File: config.mk
export PLATFORM = sky130hd
export DESIGN_NAME = chaotic_iter_sched
export DESIGN_NICKNAME = d
export VERILOG_FILES = /design/src/rtl/chaotic_pkg.sv /design/src/rtl/chaotic_sync_fifo.sv /design/src/rtl/chaotic_iter_sched.sv
export SDC_FILE = /design/constraint.sdc
export NUM_CORES = 1
export LEC_CHECK = 0
export BUFFER_PORTS_ARGS = -buffer_cell sky130_fd_sc_hd__buf_2
export CORE_UTILIZATION = 51
export CTS_CLUSTER_DIAMETER = 30
export CTS_CLUSTER_SIZE = 12
export DETAILED_ROUTE_END_ITERATION = 16
export GPL_ROUTABILITY_DRIVEN = 0
export PLACE_DENSITY = 0.74
export SLEW_MARGIN = 25
export SYNTH_ARGS = -nofsm -noshare
export SYNTH_HDL_FRONTEND = slang
export SYNTH_HIERARCHICAL = 1
export SYNTH_SLANG_ARGS = --single-unit
File: constraint.sdc
create_clock -name clk_i -period 8.25 [get_ports clk_i]
set_input_delay 0.825 -clock clk_i [delete_from_list [all_inputs] [get_ports clk_i]]
set_output_delay 0.825 -clock clk_i [all_outputs]
set_load 0.03 [all_outputs]
File: src/rtl/chaotic_pkg.sv
// rtl/chaotic_pkg.sv - shared state codes and binary64 constants for the chaotic iteration sequencer
package chaotic_pkg;

  localparam int DEF_DATA_WIDTH = 64;

  localparam logic [1:0] S_IDLE  = 2'd0;
  localparam logic [1:0] S_ISSUE = 2'd1;
  localparam logic [1:0] S_WAIT  = 2'd2;
  localparam logic [1:0] S_DONE  = 2'd3;

  // IEEE-754 binary64 seeds and map coefficients shared with the core and benches
  localparam logic [63:0] X0_INIT    = 64'h3FB999999999999A;  // 0.1
  localparam logic [63:0] Y0_INIT    = 64'h0000000000000000;  // 0.0
  localparam logic [63:0] Z0_INIT    = 64'h0000000000000000;  // 0.0
  localparam logic [63:0] COEF_SIGMA = 64'h4024000000000000;  // 10.0
  localparam logic [63:0] COEF_RHO   = 64'h403C000000000000;  // 28.0
  localparam logic [63:0] COEF_BETA  = 64'h4005555555555555;  // 8/3
  localparam logic [63:0] COEF_DT    = 64'h3F847AE147AE147B;  // 0.01

endpackage

File: src/rtl/chaotic_sync_fifo.sv
// rtl/chaotic_sync_fifo.sv - first-word-fall-through result FIFO; head reads 0 while empty
module chaotic_sync_fifo #(
  parameter int WIDTH = 192,
  parameter int DEPTH = 4
) (
  input  logic             clk_i,
  input  logic             rst_ni,
  input  logic             push_i,
  input  logic [WIDTH-1:0] data_i,
  input  logic             pop_i,
  output logic [WIDTH-1:0] data_o,
  output logic             valid_o,
  output logic             full_o
);

  localparam int PTR_W = $clog2(DEPTH);

  logic [WIDTH-1:0] mem_q [DEPTH];
  logic [PTR_W-1:0] wr_ptr_q, rd_ptr_q;
  logic [PTR_W:0]   count_q;
  logic             do_push, do_pop;

  assign valid_o = (count_q != '0);
  assign full_o  = (count_q == (PTR_W+1)'(DEPTH));
  assign do_pop  = pop_i && valid_o;
  assign do_push = push_i && !full_o;
  assign data_o  = valid_o ? mem_q[rd_ptr_q] : '0;

  // Power-of-two depth lets the pointers wrap naturally
  always_ff @(posedge clk_i or negedge rst_ni) begin
    if (!rst_ni) begin
      wr_ptr_q <= '0;
      rd_ptr_q <= '0;
      count_q  <= '0;
    end else begin
      if (do_push) wr_ptr_q <= wr_ptr_q + PTR_W'(1);
      if (do_pop)  rd_ptr_q <= rd_ptr_q + PTR_W'(1);
      if (do_push && !do_pop)      count_q <= count_q + (PTR_W+1)'(1);
      else if (do_pop && !do_push) count_q <= count_q - (PTR_W+1)'(1);
    end
  end

  always_ff @(posedge clk_i) begin
    if (do_push) mem_q[wr_ptr_q] <= data_i;
  end

endmodule

File: src/rtl/chaotic_iter_sched.sv
// rtl/chaotic_iter_sched.sv - triggers core iterations, drops burn-in results, buffers the rest
module chaotic_iter_sched
  import chaotic_pkg::*;
#(
  parameter int DATA_WIDTH  = DEF_DATA_WIDTH,
  parameter int FIFO_DEPTH  = 4,
  parameter int CNT_WIDTH   = 32,
  parameter int TIMEOUT_CYC = 1023
) (
  input  logic                  clk_i,
  input  logic                  rst_ni,
  input  logic                  start_i,
  input  logic                  stop_i,
  input  logic [CNT_WIDTH-1:0]  burn_in_i,
  input  logic [CNT_WIDTH-1:0]  num_iter_i,
  output logic                  calcu_ctrl_o,
  input  logic                  core_busy_i,
  input  logic                  n1_valid_i,
  input  logic [DATA_WIDTH-1:0] xn1_i,
  input  logic [DATA_WIDTH-1:0] yn1_i,
  input  logic [DATA_WIDTH-1:0] zn1_i,
  output logic                  m_valid_o,
  input  logic                  m_ready_i,
  output logic [DATA_WIDTH-1:0] m_x_o,
  output logic [DATA_WIDTH-1:0] m_y_o,
  output logic [DATA_WIDTH-1:0] m_z_o,
  output logic                  run_o,
  output logic                  done_o,
  output logic                  err_timeout_o,
  output logic [CNT_WIDTH-1:0]  produced_o
);

  localparam int TMO_W = $clog2(TIMEOUT_CYC + 1);

  logic [1:0]           state_q, state_d;
  logic                 calcu_prev_q;
  logic                 stop_pend_q, stop_pend_d;
  logic                 err_q, err_d;
  logic [CNT_WIDTH-1:0] burn_left_q, burn_left_d;
  logic [CNT_WIDTH-1:0] num_iter_q, num_iter_d;
  logic [CNT_WIDTH-1:0] produced_q, produced_d, produced_inc;
  logic [TMO_W-1:0]     tmo_q, tmo_d;
  logic                 fire, fifo_push, fifo_full;

  // Free-run can outlast the counter; hold at max instead of wrapping
  assign produced_inc = (produced_q == '1) ? produced_q : produced_q + CNT_WIDTH'(1);

  always_comb begin
    state_d     = state_q;
    stop_pend_d = stop_pend_q;
    err_d       = err_q;
    burn_left_d = burn_left_q;
    num_iter_d  = num_iter_q;
    produced_d  = produced_q;
    tmo_d       = tmo_q;
    fire        = 1'b0;
    fifo_push   = 1'b0;
    case (state_q)
      S_IDLE: begin
        if (start_i) begin
          burn_left_d = burn_in_i;
          num_iter_d  = num_iter_i;
          produced_d  = '0;
          err_d       = 1'b0;
          stop_pend_d = 1'b0;
          state_d     = S_ISSUE;
        end
      end
      S_ISSUE: begin
        if (stop_i) begin
          state_d = S_DONE;
        end else if (!core_busy_i && !calcu_prev_q && (burn_left_q != '0 || !fifo_full)) begin
          fire    = 1'b1;
          tmo_d   = TMO_W'(TIMEOUT_CYC);
          state_d = S_WAIT;
        end
      end
      S_WAIT: begin
        if (stop_i) stop_pend_d = 1'b1;
        if (n1_valid_i) begin
          if (burn_left_q != '0) begin
            burn_left_d = burn_left_q - CNT_WIDTH'(1);
          end else begin
            fifo_push  = 1'b1;
            produced_d = produced_inc;
          end
          if (stop_i || stop_pend_q ||
              (fifo_push && num_iter_q != '0 && produced_inc == num_iter_q))
            state_d = S_DONE;
          else
            state_d = S_ISSUE;
        end else if (tmo_q == '0) begin
          err_d   = 1'b1;
          state_d = S_DONE;
        end else begin
          tmo_d = tmo_q - TMO_W'(1);
        end
      end
      default: state_d = S_IDLE;
    endcase
  end

  always_ff @(posedge clk_i or negedge rst_ni) begin
    if (!rst_ni) begin
      state_q      <= S_IDLE;
      calcu_prev_q <= 1'b0;
      stop_pend_q  <= 1'b0;
      err_q        <= 1'b0;
      burn_left_q  <= '0;
      num_iter_q   <= '0;
      produced_q   <= '0;
      tmo_q        <= '0;
    end else begin
      state_q      <= state_d;
      calcu_prev_q <= fire;
      stop_pend_q  <= stop_pend_d;
      err_q        <= err_d;
      burn_left_q  <= burn_left_d;
      num_iter_q   <= num_iter_d;
      produced_q   <= produced_d;
      tmo_q        <= tmo_d;
    end
  end

  assign calcu_ctrl_o  = fire;
  assign run_o         = (state_q == S_ISSUE) || (state_q == S_WAIT);
  assign done_o        = (state_q == S_DONE);
  assign err_timeout_o = err_q;
  assign produced_o    = produced_q;

  chaotic_sync_fifo #(
    .WIDTH (3 * DATA_WIDTH),
    .DEPTH (FIFO_DEPTH)
  ) u_fifo (
    .clk_i   (clk_i),
    .rst_ni  (rst_ni),
    .push_i  (fifo_push),
    .data_i  ({xn1_i, yn1_i, zn1_i}),
    .pop_i   (m_ready_i),
    .data_o  ({m_x_o, m_y_o, m_z_o}),
    .valid_o (m_valid_o),
    .full_o  (fifo_full)
  );

endmodule

Yosys cells after proc, flatten, opt, wreduce, memory -nomap -nowiden
Memories as Yosys holds them, arrays and structs flattened.
Cells that the tools add are included.

storage, ports and cells
  bits in registers = 118
  memory bits (writable) = 768
  bits of input ports = 263
  output and inout port bits = 229
  memories = 1

memories
  name          words  width  rd ports  clocked after memory_dff  wr ports  line                     RTL
  u_fifo.mem_q  4      192    1         0                         1         chaotic_sync_fifo.sv:18  logic [WIDTH-1:0] mem_q [DEPTH];

cells by class
  $add $sub $neg = 7
  eq/ne operators = 18
  muxes and demuxes = 40
  reductions and logical operators = 32

operator list
  kind                   count
  $mux 32                7
  $mux 192               1
  $pmux 32 s2            2
  $reduce_bool 32->1     2
  $mux 10                4
  $add 32x1->32 const B  1
  $eq 32x32->1           1
  $eq 32x32->1 const B   1
  $sub 32x1->32 const B  1
  $ne 2x2->1 const B     10
  $pmux 10 s2            1
  $mux 1                 14
  $mux 2                 6
  $reduce_and 4->1       3
  $logic_not 10->1       1
  $sub 10x1->10 const B  1
  $logic_and 1x1->1      8
  $mux 3                 2
  $ne 3x3->1 const B     2
  $pmux 2 s3             1
  $reduce_and 3->1       2
  $reduce_bool 2->1      3
  $logic_not 1->1        5
  $reduce_and 5->1       1
  other kinds (11)       17

Depth between registers and ports, before layout
Gate-level depths: netlist of the first run.

  word-level depth = 11
  depth in mapped cells = 15
  depth with buffers taken out = 14

By module
The synthesis of the first run kept the hierarchy.

modules (own cells, without submodules)
  module              instances  cells an instance  area an instance (um2)
  chaotic_sync_fifo   1          1,252              29,405.7
  chaotic_iter_sched  1          864                7,254.5

Worst setup path before layout of the first run
No wires, ideal clock.

  kind = register to register
  from = register burn_left_q[0]
  to = memory u_fifo.mem_q[2][0], enable pin
  library setup time = 0.576 ns
  data arrival time = 6.831 ns
  required time = 7.674 ns
  slack = 0.843 ns
  stages on the path, launching flop included = 11
  path buffers = 1
  clock period less this slack = 7.407 ns
  cell sequence = dfrtp_1 -> inv_1 -> ha_1 -> or3b_1 -> nor4_1 -> nand2_1 -> nor3_1 -> and2_1 -> nor2b_1 -> clkbuf_1 -> and2_1

on the way
  cells in the longest elaborated chain, start to end = 9

ends and longest elaborated chain
  element                       line                       RTL
  from (decl)                   chaotic_iter_sched.sv:39   logic [CNT_WIDTH-1:0] burn_left_q, burn_left_d;
  from (signal assigned)        chaotic_iter_sched.sv:118  burn_left_q <= burn_left_d;
  $reduce_bool 32->1            chaotic_iter_sched.sv:81   if (burn_left_q != '0) begin
  $mux 1                        chaotic_iter_sched.sv:81
  $mux 1                        chaotic_iter_sched.sv:80   if (n1_valid_i) begin
  $mux 1                        chaotic_iter_sched.sv:58   case (state_q)
  $mux 1                        chaotic_iter_sched.sv:80
  $mux 1                        chaotic_iter_sched.sv:58
  named net fifo_push           chaotic_iter_sched.sv:43   logic fire, fifo_push, fifo_full;
  $logic_and 1x1->1             chaotic_sync_fifo.sv:26    assign do_push = push_i && !full_o;
  named net u_fifo.do_push      chaotic_sync_fifo.sv:21    logic do_push, do_pop;
  $mux 1                        chaotic_sync_fifo.sv:44    if (do_push) mem_q[wr_ptr_q] <= data_i;
  $mux 1 (implied by the code)  chaotic_sync_fifo.sv:44
  to (decl)                     chaotic_sync_fifo.sv:18

The timed path passes the listed nets, and every way through them passes these cells. The select of a mux whose other input is x is not followed.

Worst setup path in the final report of the first run
  from = register burn_left_q[0]
  to = memory u_fifo.mem_q[0][110], enable pin

on the way
  cells in the longest elaborated chain, start to end = 9

ends and longest elaborated chain
  element                       line
  $reduce_bool 32->1            chaotic_iter_sched.sv:81
  $mux 1                        chaotic_iter_sched.sv:81
  $mux 1                        chaotic_iter_sched.sv:80
  $mux 1                        chaotic_iter_sched.sv:58
  $mux 1                        chaotic_iter_sched.sv:80
  $mux 1                        chaotic_iter_sched.sv:58
  named net fifo_push           chaotic_iter_sched.sv:43
  $logic_and 1x1->1             chaotic_sync_fifo.sv:26
  $mux 1                        chaotic_sync_fifo.sv:44
  $mux 1 (implied by the code)  chaotic_sync_fifo.sv:44

The timed path passes the listed nets, and every way through them passes these cells. The select of a mux whose other input is x is not followed.

==> out/results.ini, run 1 <==
[pwr]
power_density_nw_per_um2 = 376
peakVddDrop_mv = 0.294
power_leakage_nw = 16.2

[die]
core_um2 = 70600
dieArea_um2 = 73000
start_util_pct = 51.9
ioPinCount = 492
num_rows = 97
die_y_um = 270
die_w_um = 270

[final_layout]
fin_util_pct = 64.3
fill_cells = 4885
drive_gt1_share_pct = 36.4
layout.nets = 2951
area_growth_pct = 23.8

[logic_synthesis]
synth.distinct_cells = 72
synth.avg_cell_area_um2 = 17.3
async_flop_share_pct = 13.3
synthCells = 2116
synth_edf_count = 768
ys_ff_latch = 886
seq_area_frac_synth_pct = 71.0
synth_nets = 2392
yosys_warnings = 6
synthFlopType = edfxtp_1
synth_area_um2 = 36700

[timing]
fin_skew_ps = 57.7
rsz0062_at_grt = false
worst_pin_slew_ps = 1030
setup_violations = 0
period_needed_ps = 5140
maxSlewViolCount = 0
hold_viol = 0
max_clock_freq_ghz = 0.195
fin_setup_tns_ps = 0
slew_headroom_pct = 31.2
fin_crit_sh_pct = 62.3
holdWs_ps = 122

[detailed_routing]
vias_per_cell = 5.82
drtIter0Drc = 1941
vias = 21900
ant_nets = 0
wl_um = 87100
wl_per_cell_um = 23.2
drc = 0
firstDrtPassIters = 8

[critical_path]
cp-end-kind = flip-flop
required_ps = 8570
worstSetupPathType = flip-flop to flip-flop
cp-start-kind = flip-flop
cp_max_fo = 51
cp.arrival_ps = 5460
reg2reg_setup_slack_ps = 3110

[clock_tree]
clk_pin_slew_ps = 40
cts_hold_buf = 0
cts-htree-levels = 4
clk_path_buf_depth = 3
cts-root-buf = clkbuf_16
cts_tree = yes
clock_latency_ps = 740
post-cts-setup-buffers = 0
numCtsBuffers = 161
cts_resized = 0
clkSinkCount = 886

[grt]
grt-ovfl-total = 0
grt_pass1_wl_um = 132000
grt_usage_pct = 23.8
antenna_found_initial = 25
grt_pass1_vias = 22500
grt_max_degree = 115

[placed_design]
io_buffers = 491
place_hpwl_um = 52900

[min_path]
min_path_type = primary input to asynchronous set/reset pin

[status]
status = finished, final reports clean

[flow_run]
drv_cap = 0

==> layout make-up <==
cell class                 instances  area (µm²)  area share [%]
sequential                       886       26000            57.3
multi-input combinational       1098       10000            22.0
clock inverter                    99        1170            2.57
antenna                           17        42.5          0.0937
timing repair buffer             510        2690            5.93
inverter                          18        67.6           0.149
tap                              940        1180            2.59
clock buffer                     195        4220            9.29
==> state kept, by name, summed over array words and instances (netlist names), 2 cells and up <==
| name | cells |
|---|---|
| u_fifo/mem_q | 768 |
| u_fifo/rd_ptr_q | 2 |
| num_iter_q | 32 |
| u_fifo/count_q | 3 |
| u_fifo/wr_ptr_q | 2 |
| burn_left_q | 32 |
| produced_o | 32 |
| state_q | 2 |
| tmo_q | 10 |
==> final timing paths <==
check | cells past startpoint | from | end
worst max-delay path | 10 | burn_left_q[0] | u_fifo/mem_q[0][110]
worst min-delay path | 1 | rst_ni | num_iter_q[24]
worst max register to register | 10 | burn_left_q[0] | u_fifo/mem_q[0][110]
worst min register to register | 1 | u_fifo/count_q[2] | u_fifo/count_q[2]
max in group asynchronous | 2 | rst_ni | tmo_q[0]
min in group clk_i | 1 | zn1_i[15] | u_fifo/mem_q[3][15]
==> cell usage in the layout (no fill, tap or decap), types with 11 or more instances in the layout <==
cell / instances
clkbuf_16: 161
and2_1: 203
nand3_1: 55
clkinv_1: 11
nand2_1: 76
buf_2: 490
mux2_2: 36
clkinv_4: 11
mux4_2: 192
inv_6: 17
nor3_1: 30
nor2_1: 79
clkinv_2: 20
clkinvlp_4: 13
and3_1: 11
buf_4: 12
clkbuf_1: 28
bufinv_16: 15
nor4_1: 21
a31oi_1: 17
inv_1: 18
o22ai_1: 21
ha_1: 11
a21oi_1: 79
o21ai_0: 68
dfrtp_1: 116
edfxtp_1: 768
diode_2: 17
o31ai_1: 16
nand4_1: 16
xnor2_1: 35
==> routing by layer <==
layer / vias to the layer above / GRT usage (%) / wire length, µm
met5: - / 0 / 156
met4: 24 / 9.87 / 2890
met3: 230 / 7.43 / 7390
met2: 991 / 38.8 / 43500
met1: 11100 / 29.5 / 33200
li1: 9603 / - / -
==> worst max-delay path, cell delays in order, from the launching register on <==
cell	delay, ps
dfrtp_1	380
inv_1	80
ha_1	170
or3b_1	470
nor4_1	850
nand2_1	190
nor3_1	350
and2_1	250
nor2b_1	480
and2_4	780
buf_4	710
==> power by group <==
group | leakage (nW) | total (mW) | internal, mW | switching [mW]
sequential | 8.32 | 5.42 | 5.08 | 0.347
combinational | 5.25 | 5.21 | 2.01 | 3.20
clock | 2.59 | 6.42 | 4.15 | 2.27
total | 16.2 | 17.1 | 11.2 | 5.81
==> Yosys cell counts (6+ instances only) <==
library cell	n	area, µm²
clkbuf_1	60	225
inv_1	18	67.6
nor4_1	21	131
or4_1	7	52.6
a21oi_1	79	395
or3_1	11	68.8
o21ai_0	68	340
nand3_1	55	275
nand2_1	76	285
o31ai_1	16	120
nand2b_1	8	50.1
nor3_1	30	150
buf_2	26	130
o22ai_1	21	131
and3_1	11	68.8
xor2_1	10	87.6
a31oi_1	17	106
ha_1	12	150
nand4_1	16	100
and4_1	10	87.6
mux2_2	36	405
dfrtp_1	118	2950
buf_6	21	236
mux4_2	192	4320
xnor2_1	35	307
edfxtp_1	768	23100
nor3b_1	6	45.0
and2_1	207	1290
nor2_1	79	297
==> stage by stage <==
stage	cell area, µm²	instances	power (mW)	setup slack [ps]
after CTS	45300	3745	17.2	3040
final	45400	3763	17.1	3110
after detailed placement	39900	3451	10.7	3110
after global placement	39900	3451	10.6	3240
after floorplan	36700	2116	9.25	843
after global routing	45400	3757	17.7	2740
==> cells by family after synthesis <==
kind of cell    synth area share [%]
mux                             13.0
simple gates                    8.54
flops                           71.0
compound gates                  4.07
xor+xnor                        1.08
fa+ha+maj                      0.464
buf+inv                         1.88
Power figures use the tool's default switching activity.
==> inputs of run 2 (changes only) <==
==> constraint.sdc (replaced) <==
create_clock -name clk_i -period 5.25 [get_ports clk_i]
set_input_delay 0.525 -clock clk_i [delete_from_list [all_inputs] [get_ports clk_i]]
set_output_delay 0.525 -clock clk_i [all_outputs]
set_load 0.03 [all_outputs]
==> run 2 against run 1 <==
Global-route usage grew 2.3 points. Clock skew shrank 12 ps. Register-to-register slack lost 2500 ps. Via count grew 4.2%. Critical path type unchanged.
==> out/results.ini, run 2 (synthesized netlist as in run 1, its figures left out) <==
[status]
status = finished, final reports clean

[die]
die_y_um = 270  ; unchanged
start_util_pct = 51.9  ; unchanged
core_um2 = 70600  ; unchanged
die_w_um = 270  ; unchanged
dieArea_um2 = 73000  ; unchanged
num_rows = 97  ; unchanged
ioPinCount = 492  ; unchanged

[detailed_routing]
drtIter0Drc = 2199  ; +13%
ant_nets = 0  ; unchanged
vias = 22800  ; +4.2%
vias_per_cell = 5.80  ; -0.27%
firstDrtPassIters = 6  ; -2
wl_per_cell_um = 24.2  ; +4.4%
wl_um = 95000  ; +9.0%
drc = 0  ; unchanged

[grt]
grt_pass1_wl_um = 143000  ; +8.4%
grt_usage_pct = 26.1  ; +2.3 points
grt_pass1_vias = 23800  ; +6.1%
grt-ovfl-total = 0  ; unchanged
grtUsageMet1_pct = 32.1  ; +2.6 points
grt_max_degree = 123  ; +7.0%
grt_use_met2_pct = 44.2  ; +5.4 points
use_met3_pct = 6.54  ; -0.89 points
top_usage_layer = met2
antenna_found_initial = 17  ; -32%

[timing]
worst_pin_slew_ps = 1050  ; +16.6 ps
period_needed_ps = 4650  ; -489 ps
setup_violations = 0  ; unchanged
fin_crit_sh_pct = 88.6  ; +26 points
hold_viol = 0  ; unchanged
max_clock_freq_ghz = 0.215  ; +11%
rsz0062_at_grt = false
maxSlewViolCount = 0  ; unchanged
slew_headroom_pct = 30.1  ; -1.1 points
fin_skew_ps = 46.0  ; -11.7 ps

[clock_tree]
cts-root-buf = clkbuf_16
clkSinkCount = 886  ; unchanged
numCtsBuffers = 151  ; -6.2%
post-cts-setup-buffers = 0  ; unchanged
cts-htree-levels = 4  ; unchanged
cts_tree = yes
clk_pin_slew_ps = 60  ; +20 ps
clk_path_buf_depth = 3  ; unchanged
clock_latency_ps = 750  ; about the same

[critical_path]
worst-path-buf-inv = 2  ; unchanged
reg2reg_setup_slack_ps = 600  ; -2510 ps
cp_max_fo = 31  ; -39%
max_stage_delay_ps = 730  ; -120 ps
worst_path_max_delay_cell = nor4_1
required_ps = 5600  ; -2970 ps
cp-start-kind = flip-flop
worstSetupPathType = flip-flop to flip-flop
cp.arrival_ps = 5000  ; -460 ps
crit_chain = inv_1 > ha_1 > or3b_1 > nor4_1 > nand2_1 > nor3_1 > and2_1 > nor2b_1 > and2_4 > buf_4
crit_family = simple AND/OR/NAND/NOR gates
cp-end-kind = flip-flop

[placed_design]
place_hpwl_um = 57500  ; +8.8%
io_buffers = 491  ; unchanged

[final_layout]
final_common_cell = edfxtp_1
area_growth_pct = 28.9
largest_reg_flops = 768  ; unchanged
fin_util_pct = 66.9  ; +2.6 points
final_cell_mix = edfxtp_1, buf_2, and2_1
drive_gt1_share_pct = 34.6  ; -1.8 points
layout.nets = 3128  ; +6.0%
fill_cells = 4597  ; -5.9%
largest_register = u_fifo/mem_q

[pwr]
power_leakage_nw = 16.9  ; +4.7%
power_mw = 27.0  ; +58%
peakVddDrop_mv = 0.668  ; +130%
power_density_nw_per_um2 = 571  ; +52%

[flow_run]
drv_cap = 0  ; unchanged

[min_path]
min_path_type = primary input to flip-flop

-- run 2: cell types whose count changed in the layout (fill, tap and decap cells not counted), moves of 6 or more --
cell,before,now
buf_12,5,18
clkbuf_16,161,154
buf_4,12,19
clkinvlp_4,13,19
dlygate4sd3_1,0,170
inv_6,17,9
clkbuf_1,28,16
-- run 2: final cells by class --
cell class	count	area [µm²]	share of cell area (%)
sequential	886	26000	55.1
multi-input combinational	1098	10000	21.2
timing repair buffer	697	4660	9.86
clock buffer	175	3980	8.43
clock inverter	103	1310	2.78
tap	940	1180	2.49
inverter	18	67.6	0.143
antenna	13	32.5	0.0689
-- run 2: timing repair --
item,CTS,global route
gates resized for setup,0,0
endpoints found under the hold margin,700,0
hold buffers,170,0
-- run 2: through the flow --
step / hold WS, ps / worst slack, ps / TNS (ps) / instance area [µm²] / cells
finish: 33.6 / 600 / 0 / 47200 / 3930
global route: 17.4 / 327 / 0 / 47200 / 3927
CTS: 0.436 / 617 / 0 / 47200 / 3917
detailed placement: 502 / 686 / 0 / 40200 / 3469
global placement: 482 / 866 / 0 / 40200 / 3469
floorplan: 229 / -6.65 / -5110 / 36700 / 2116
-- run 2: worst paths after layout --
kind | from | to | cells after the start
worst max register to register | burn_left_q[0] | u_fifo/mem_q[0][41] | 10
worst max-delay path | burn_left_q[0] | u_fifo/mem_q[0][41] | 10
min in group asynchronous | rst_ni | produced_o[26] | 2
max in group asynchronous | rst_ni | burn_left_q[27] | 3
worst min-delay path | zn1_i[35] | u_fifo/mem_q[0][35] | 1
worst min register to register | u_fifo/count_q[2] | u_fifo/count_q[2] | 1
-- run 2: report_power, final --
part | total [mW] | internal (mW) | switching [mW]
Sequential | 8.47 | 7.98 | 0.500
Clock | 9.98 | 6.42 | 3.56
Combinational | 8.54 | 3.28 | 5.25
Total | 27.0 | 17.7 | 9.31
-- run 2: metal layers --
layer / part of all wire, % / vias to the layer above
met2: 51 / 1185
met5: 0.071 / -
met1: 37 / 11500
li1: - / 9918
met4: 3.2 / 10
met3: 8.3 / 208
